<file path="src/rtl/pipe_scroller.sv">
// ============================================================================
// pipe_scroller: scrolls the 16x16 pipe field, places pipe gaps pseudo-randomly
// and counts pipes passed.
// Revision: 1.0
// ============================================================================
`default_nettype none

module pipe_scroller #(
  parameter int          TICK_DIV     = 12500000,
  parameter int          PIPE_WIDTH   = 2,
  parameter int          PIPE_SPACING = 6,
  parameter int          GAP_SIZE     = 4,
  parameter logic [15:0] LFSR_SEED    = 16'hACE1
) (
  input  logic              clk,
  input  logic              reset,
  input  logic              start,
  input  logic              game_over,
  output logic [15:0][15:0] pipe_out,
  output logic              step,
  output logic              pass,
  output logic [7:0]        score
);

  localparam int TW = $clog2(TICK_DIV);
  localparam int CW = (PIPE_SPACING > 2) ? $clog2(PIPE_SPACING) : 1;
  localparam logic [TW-1:0] TICK_MAX  = TW'(TICK_DIV - 1);
  localparam logic [CW-1:0] COL_MAX   = CW'(PIPE_SPACING - 1);
  localparam logic [CW-1:0] COL_PW    = CW'(PIPE_WIDTH);
  localparam logic [4:0]    GAP_MOD   = 5'(15 - GAP_SIZE);
  localparam logic [15:0]   LFSR_MASK = 16'hB400;

  typedef enum logic [1:0] {
    S_IDLE = 2'd0,
    S_RUN  = 2'd1,
    S_HALT = 2'd2
  } state_t;

  state_t            state_q, state_d;
  logic [TW-1:0]     tick_q, tick_d;
  logic [CW-1:0]     col_q, col_d;
  logic [15:0]       lfsr_q, lfsr_d;
  logic [4:0]        gap_q, gap_d;
  logic [15:0][15:0] pipe_q, pipe_d;
  logic              step_q, step_d;
  logic              pass_q, pass_d;
  logic [7:0]        score_q, score_d;

  logic        advance;
  logic        do_step;
  logic [4:0]  gap_sel;
  logic [15:0] new_col;

  // game_over takes priority over a tick wrap in the same cycle
  assign advance = (state_q == S_RUN) && !game_over;
  assign do_step = advance && (tick_q == TICK_MAX);

  always_comb begin
    gap_sel = (col_q == '0) ? (5'd1 + ({1'b0, lfsr_q[3:0]} % GAP_MOD)) : gap_q;
    new_col = '0;
    if (col_q < COL_PW) begin
      for (int r = 0; r < 16; r++) begin
        new_col[r] = !((r >= int'(gap_sel)) && (r < int'(gap_sel) + GAP_SIZE));
      end
    end
  end

  always_comb begin
    state_d = state_q;
    tick_d  = tick_q;
    col_d   = col_q;
    lfsr_d  = lfsr_q;
    gap_d   = gap_q;
    pipe_d  = pipe_q;
    step_d  = 1'b0;
    pass_d  = 1'b0;
    score_d = score_q;

    case (state_q)
      S_IDLE: begin
        if (game_over)  state_d = S_HALT;
        else if (start) state_d = S_RUN;
      end
      S_RUN: begin
        if (game_over) state_d = S_HALT;
      end
      default: state_d = S_HALT;
    endcase

    if (advance) begin
      tick_d = (tick_q == TICK_MAX) ? '0 : tick_q + 1'b1;
    end

    if (do_step) begin
      pipe_d = {new_col, pipe_q[15:1]};
      step_d = 1'b1;
      gap_d  = gap_sel;
      col_d  = (col_q == COL_MAX) ? '0 : col_q + 1'b1;
      lfsr_d = {1'b0, lfsr_q[15:1]} ^ (lfsr_q[0] ? LFSR_MASK : 16'h0000);
      // pass judged on the field as it stood before this shift
      pass_d = (pipe_q[2] != 16'h0000) && (pipe_q[3] == 16'h0000);
      if (pass_d && (score_q != 8'hFF)) score_d = score_q + 8'd1;
    end
  end

  always_ff @(posedge clk) begin
    if (reset) begin
      state_q <= S_IDLE;
      tick_q  <= '0;
      col_q   <= '0;
      lfsr_q  <= LFSR_SEED;
      gap_q   <= '0;
      pipe_q  <= '0;
      step_q  <= 1'b0;
      pass_q  <= 1'b0;
      score_q <= 8'd0;
    end else begin
      state_q <= state_d;
      tick_q  <= tick_d;
      col_q   <= col_d;
      lfsr_q  <= lfsr_d;
      gap_q   <= gap_d;
      pipe_q  <= pipe_d;
      step_q  <= step_d;
      pass_q  <= pass_d;
      score_q <= score_d;
    end
  end

  assign pipe_out = pipe_q;
  assign step     = step_q;
  assign pass     = pass_q;
  assign score    = score_q;

endmodule

`default_nettype wire

</file>
<file path="config.mk">
export PLATFORM = sky130hd
export DESIGN_NAME = pipe_scroller
export DESIGN_NICKNAME = d
export VERILOG_FILES = /design/src/rtl/pipe_scroller.sv
export SDC_FILE = /design/constraint.sdc
export NUM_CORES = 1
export LEC_CHECK = 0
export BUFFER_PORTS_ARGS = -buffer_cell sky130_fd_sc_hd__clkbuf_2
export CELL_PAD_IN_SITES_DETAIL_PLACEMENT = 0
export CELL_PAD_IN_SITES_GLOBAL_PLACEMENT = 2
export CORE_ASPECT_RATIO = 0.6
export CORE_UTILIZATION = 31
export CTS_CLUSTER_DIAMETER = 40
export DETAILED_ROUTE_END_ITERATION = 10
export PLACE_DENSITY = 0.8
export RECOVER_POWER = 100
export SLEW_MARGIN = 40
export SYNTH_ARGS = -nofsm -noshare
export SYNTH_HDL_FRONTEND = slang
export SYNTH_SLANG_ARGS = --single-unit
</file>
<file path="constraint.sdc">
create_clock -name clk -period 4.3 [get_ports clk]
set_input_delay 0.215 -clock clk [delete_from_list [all_inputs] [get_ports clk]]
set_output_delay 0.215 -clock clk [all_outputs]
set_load 0.02 [all_outputs]
</file>
Word level (Yosys, flattened, before mapping)
Cells that the tools add are included.
Widths: inputs -> output; s select.
{"block": "word_totals", "ramBits": 0, "ff_bits": 316, "romBits": 0, "latch_bits": 0, "n_memories": 0, "out_inout_bits": 266, "word_cells": 125}
{"block": "classes", "shifts": 0, "mux": 10, "n_eq_ne": 6, "bitwise": 2, "reduce_logical": 44, "n_mul": 0, "n_div": 1, "addsub": 5, "n_lt_le_gt_ge": 33}
{"operator": "$lt 5x32->1 const A", "n": 7}
{"operator": "$lt 4x32->1 const A", "n": 4}
{"operator": "$lt 3x32->1 const A", "n": 2}
{"operator": "$ge 4x5->1 const A", "n": 8}
{"operator": "$lt 1x32->1 const A", "n": 1}
{"operator": "$lt 2x32->1 const A", "n": 1}
{"operator": "$mux 16", "n": 2}
{"operator": "$add 24x1->24 const B", "n": 1}
{"operator": "$eq 24x24->1 const B", "n": 1}
{"operator": "$mux 24", "n": 1}
{"operator": "$ge 3x5->1 const A", "n": 4}
{"operator": "$logic_and 1x1->1", "n": 20}
{"operator": "$logic_not 1->1", "n": 17}
{"operator": "$logic_not 16->1", "n": 1}
{"operator": "$reduce_bool 16->1", "n": 1}
{"operator": "$xor 15x16->16", "n": 1}
{"operator": "$ge 1x5->1 const A", "n": 2}
{"operator": "$ge 2x5->1 const A", "n": 2}
{"operator": "$add 8x1->8 const B", "n": 1}
{"operator": "$ne 8x8->1 const B", "n": 1}
{"operator": "$add 5x3->6 const B", "n": 1}
{"operator": "$lt 4x6->1 const A", "n": 1}
{"operator": "$mux 2", "n": 3}
{"operator": "$add 1x5->5 const A", "n": 1}
{"operator": "16 further kinds", "n": 17}

Depth between registers and ports, before layout
{"block": "depth", "word_depth": 8, "mapped_depth": 15, "mapped_depth_nobuf": 14}

Worst setup path before layout
OpenSTA, ideal clock, no wires.
{"block": "synth_timing", "path_type": "register -> register", "startpoint": "register lfsr_q[0]", "endpoint": "register pipe_q (netlist bit pipe_out[250])", "path_buffers": 1, "t_required_ns": 4.231, "path_slack_ns": 0.911, "stages_incl_launch_ff": 16, "arrival_ns": 3.320, "setup_ns": 0.069, "path_cell_list": "dfxtp_1 -> ha_1 -> o21a_1 -> o22ai_1 -> inv_1 -> ha_1 -> xor2_1 -> o21ai_0 -> ha_1 -> clkbuf_1 -> inv_1 -> a21oi_1 -> a211oi_1 -> a2111oi_0 -> a22oi_1 -> o21ai_1"}
{"block": "synth_via", "elab_chain_len": 8}
{"item": "start: declaration", "line": "42", "source": "logic [15:0] lfsr_q, lfsr_d;"}
{"item": "start signal: assignment", "line": "121", "source": "lfsr_q <= lfsr_d;"}
{"item": "$mod 4x4->5 *", "line": "59", "source": "gap_sel = (col_q == '0) ? (5'd1 + ({1'b0, lfsr_q[3:0]} % GAP_MOD)) : gap_q;"}
{"item": "$add 1x5->5 *", "line": "59"}
{"item": "$mux 5 *", "line": "59"}
{"item": "named net gap_sel[2]", "line": "51", "source": "logic [4:0] gap_sel;"}
{"item": "$add 5x3->6", "line": "63", "source": "new_col[r] = !((r >= int'(gap_sel)) && (r < int'(gap_sel) + GAP_SIZE));"}
{"item": "$lt 5x32->1", "line": "63"}
{"item": "$logic_and 1x1->1 *", "line": "63"}
{"item": "$logic_not 1->1 *", "line": "63"}
{"item": "$mux 16 *", "line": "61", "source": "if (col_q < COL_PW) begin"}
{"item": "end signal: assignment", "line": "123", "source": "pipe_q <= pipe_d;"}
{"item": "end: declaration", "line": "44", "source": "logic [15:0][15:0] pipe_q, pipe_d;"}
Mark *: on every way through the listed nets, which the timed path passes. The rest lies on a longest branch.
A chain may end at the register's enable or synchronous reset.

Final worst setup path
{"block": "layout_timing", "startpoint": "register lfsr_q[1]", "endpoint": "register pipe_q (netlist bit pipe_out[250])"}
Same word-level chain as after synthesis.

==> results_tabular.tex <==
\begin{tabular}{lr}
\hline
Metric & Value \\
\hline
\multicolumn{2}{l}{\textbf{Timing}} \\
\quad Largest clock skew in the final design & 17.3 ps \\
\quad Unrepaired setup endpoints after global routing & false \\
\quad Tightest Pin Transition & 4000 ps \\
\quad Final-report max-slew violation count & 78 \\
\quad Post-route fraction of the period consumed by the critical path & 91.9\% \\
\quad Setup\_tns & 0 ps \\
\quad Hold violation total from the final report & 0 \\
\quad Fmax & 253 MHz \\
\quad Minimum clock period after layout & 3950 ps \\
\quad Final setup violation count & 0 \\
\quad Max-Slew Margin vs Limit & -167\% \\
\multicolumn{2}{l}{\textbf{Floorplanning}} \\
\quad Effective utilization at floorplan & 31.7\% \\
\quad Std cell rows & 55 \\
\quad Total die area & 39800 um2 \\
\quad Vertical extent of the die & 155 um \\
\quad Core Area & 38100 um2 \\
\quad I/O Pins & 270 \\
\quad Floorplan die width & 257 um \\
\multicolumn{2}{l}{\textbf{Clocking}} \\
\quad Postcts setup bufs & 0 \\
\quad Maximum buffer depth of the clock tree & 3 \\
\quad H-tree levels & 2 \\
\quad Clock tree from TritonCTS & done \\
\quad Clock-pin slew on the worst setup and hold paths & 60 ps \\
\quad Clock buffer count from CTS & 42 \\
\quad Source-to-sink clock delay at the later pin of the worst-skew pair & about 540 ps \\
\quad Sink Count & 316 \\
\quad Master cell of the clock root buffer & clkbuf\_16 \\
\multicolumn{2}{l}{\textbf{Cells and area}} \\
\quad Antenna diode instance count & 0 \\
\quad Area Overhead vs Synth & 23.9\% \\
\quad Layout cells sized above 1 & 5.38\% \\
\quad Register cell area after layout & 6330 um2 \\
\quad Total of fill cells in the finished design & 4094 \\
\quad Area taken by multi-input logic gates & 5310 um2 \\
\quad Post-layout nets & 1769 \\
\quad Final Core Density & about two fifths \\
\quad Final cell area excluding filler cells & 15000 um2 \\
\multicolumn{2}{l}{\textbf{Critical path}} \\
\quad Kind of end point of the critical path & flop \\
\quad Startpoint type of the worst setup path & flop \\
\quad Worst Path Required & approximately 4800 ps \\
\quad Class of the most critical setup path & reg2reg \\
\quad Highest net fanout along the worst path & 10 \\
\quad Arrival time at the worst endpoint & approximately 4400 ps \\
\multicolumn{2}{l}{\textbf{Routing}} \\
\quad Via-to-Cell Ratio & 4.81 \\
\quad 1st-iter DRT viols & 915 \\
\quad Final routed wirelength across all metal layers & around 39000 um \\
\quad Residual DRC count & 0 \\
\quad Vias after detailed routing & 11061 \\
\quad Post-detailed-route count of antenna-violating nets & 0 \\
\quad Wire length per cell after detailed routing & 16.9 um \\
\quad DRT Pass-1 Iters & 5 \\
\multicolumn{2}{l}{\textbf{Synth}} \\
\quad Number of register bits inferred by synthesis & between 300 and 400 \\
\quad Cell variety after synth & 57 \\
\quad Flip-flop cell with the highest count after synthesis & dfxtp\_1 \\
\quad Most common library cells after synthesis & 552 x nand2\_1, 316 x dfxtp\_1, 269 x a21oi\_1 \\
\quad Count of flip-flops with a built-in enable after synthesis & 0 \\
\quad Post-Syn Instances & 1534 \\
\quad Net Count, Synth & 1548 \\
\quad Fraction of synthesized cell area taken by the top area cell type & 52.4\% \\
\quad Cell types with the largest area share after synthesis & dfxtp\_1 52\%, nand2\_1 17\%, a21oi\_1 11\% \\
\quad Library cell with the largest summed area after synthesis & dfxtp\_1 \\
\quad Post-synth design cell area & approximately 12000 um2 \\
\quad Async set-or-reset flop fraction in the synthesized netlist & 0\% \\
\quad Mean Syn Cell Area & 7.87 um2 \\
\quad Most common cell in the netlist & nand2\_1 \\
\quad Sequential fraction of the synthesis area & between 50\% and 60\% \\
\quad Syn. warnings & 0 \\
\multicolumn{2}{l}{\textbf{Global routing}} \\
\quad Initial antenna violation count & 0 \\
\quad Pin count of the biggest net entering global routing & 169 \\
\quad First-pass GRT wire length & 60700 um \\
\quad Number of global-route vias before repair & 10295 \\
\quad GRT Overall Usage & 18.9\% \\
\quad Residual overflow from global routing & 0 \\
\multicolumn{2}{l}{\textbf{Placed design}} \\
\quad Port Buffer Count & about 270 \\
\quad Total half-perimeter wirelength after legalization and detailed placement & 25600 um \\
\quad Placer congestion estimate & around 0.86 \\
\quad Area after DPL & $\sim$14000 um2 \\
\multicolumn{2}{l}{\textbf{Worst hold path}} \\
\quad Worst hold path class & reg2reg \\
\multicolumn{2}{l}{\textbf{Outcome}} \\
\quad Failing checks & max-capacitance violations, max-slew violations \\
\quad Status & finished with violations \\
\multicolumn{2}{l}{\textbf{Power and ir drop}} \\
\quad Power density over cell area & 444 nW/um2 \\
\quad Standby leakage power & 4.87 nW \\
\quad Peak ir drop on the vdd network & about 0.00024 V \\
\quad PnR Total Power & between 6 and 7 mW \\
\multicolumn{2}{l}{\textbf{Flow run}} \\
\quad Number of max-capacitance violations reported & 1 \\
\hline
\end{tabular}
what timing repair did:
action,CTS,global route
endpoints found under the hold margin,2,0
hold buffers,2,0
resized for setup,0,1
setup endpoints to repair,0,2
critical path: stages (launching register included):
cell	delay, ps
dfxtp_1	400
ha_1	300
o21a_1	210
o22ai_1	370
inv_1	160
ha_1	250
xor2_1	210
o21ai_1	380
ha_1	390
inv_1	130
a21oi_1	130
a211oi_1	100
a2111oi_0	580
a22oi_1	150
o21ai_1	100
power by group:
part,internal [mW],switching [mW]
clock network,2.25,1.40
logic,0.0114,0.0515
registers,2.93,0.000701
total,5.19,1.45
final cells by class:
class / instances / area share (%)
sequential: 316 / 42.3
multi-input combinational: 1102 / 35.5
timing repair buffer: 283 / 7.91
clock buffer: 49 / 7.47
tap: 513 / 4.29
clock inverter: 26 / 2.31
inverter: 10 / 0.251
kinds of logic (layout without fill, tap and decap cells):
group | after synthesis | count (layout) | share of synthesized area (%)
and+or+nand+nor | 714 | 714 | 24.9
DFF | 316 | 316 | 52.4
AOI/OAI and AO/OA | 339 | 339 | 15.1
buffers and inverters | 116 | 368 | 3.71
adders and majority gates | 10 | 10 | 1.04
xor gates and xnor gates | 34 | 34 | 2.47
muxes | 5 | 5 | 0.414
stage by stage:
stage | hold slack, ps | setup WS (ps) | std cells
after floorplan | 345 | 911 | 1534
after global placement | 439 | 390 | 2221
after detailed placement | 442 | 218 | 2222
after CTS | 113 | 193 | 2299
after global routing | 466 | 1.58 | 2299
final | 447 | 350 | 2299
state kept, by name (all words and copies together) (netlist names):
name,cells
score,8
pass,1
state_q,2
gap_q,5
step,1
col_q,3
pipe_out,256
lfsr_q,16
tick_q,24
cell usage in the layout, fill, tap and decap left out, types with 8 or more instances in the layout:
master,netlist,layout
nand2_1,552,552
dfxtp_1,316,316
clkbuf_1,95,270
a21oi_1,269,269
nor2_1,57,55
clkbuf_16,0,42
o21ai_0,26,24
xnor2_1,19,19
xor2_1,15,15
nor3_1,13,13
nand3_1,11,11
inv_1,10,10
nand4_1,10,10
and3_1,10,10
ha_1,10,10
nor4_1,8,8
per-layer routing:
layer	track usage (%)	wire length [um]	share of wire (%)	vias up
met1	29.0	20000	52	5191
met2	24.9	15200	39	292
met4	3.57	481	1.2	0
li1	-	-	-	5538
met3	6.29	3090	8.0	40
met5	0	0	0	-
worst paths after layout:
path / from / end / slack, ps / cells after the start
min reg2reg: pipe_out[10] / pipe_out[10] / 450 / 2
max: lfsr_q[1] / pipe_out[250] / 350 / 14
max reg2reg: lfsr_q[1] / pipe_out[250] / 350 / 14
min: pipe_out[10] / pipe_out[10] / 450 / 2
Power figures use the tool's default switching activity.
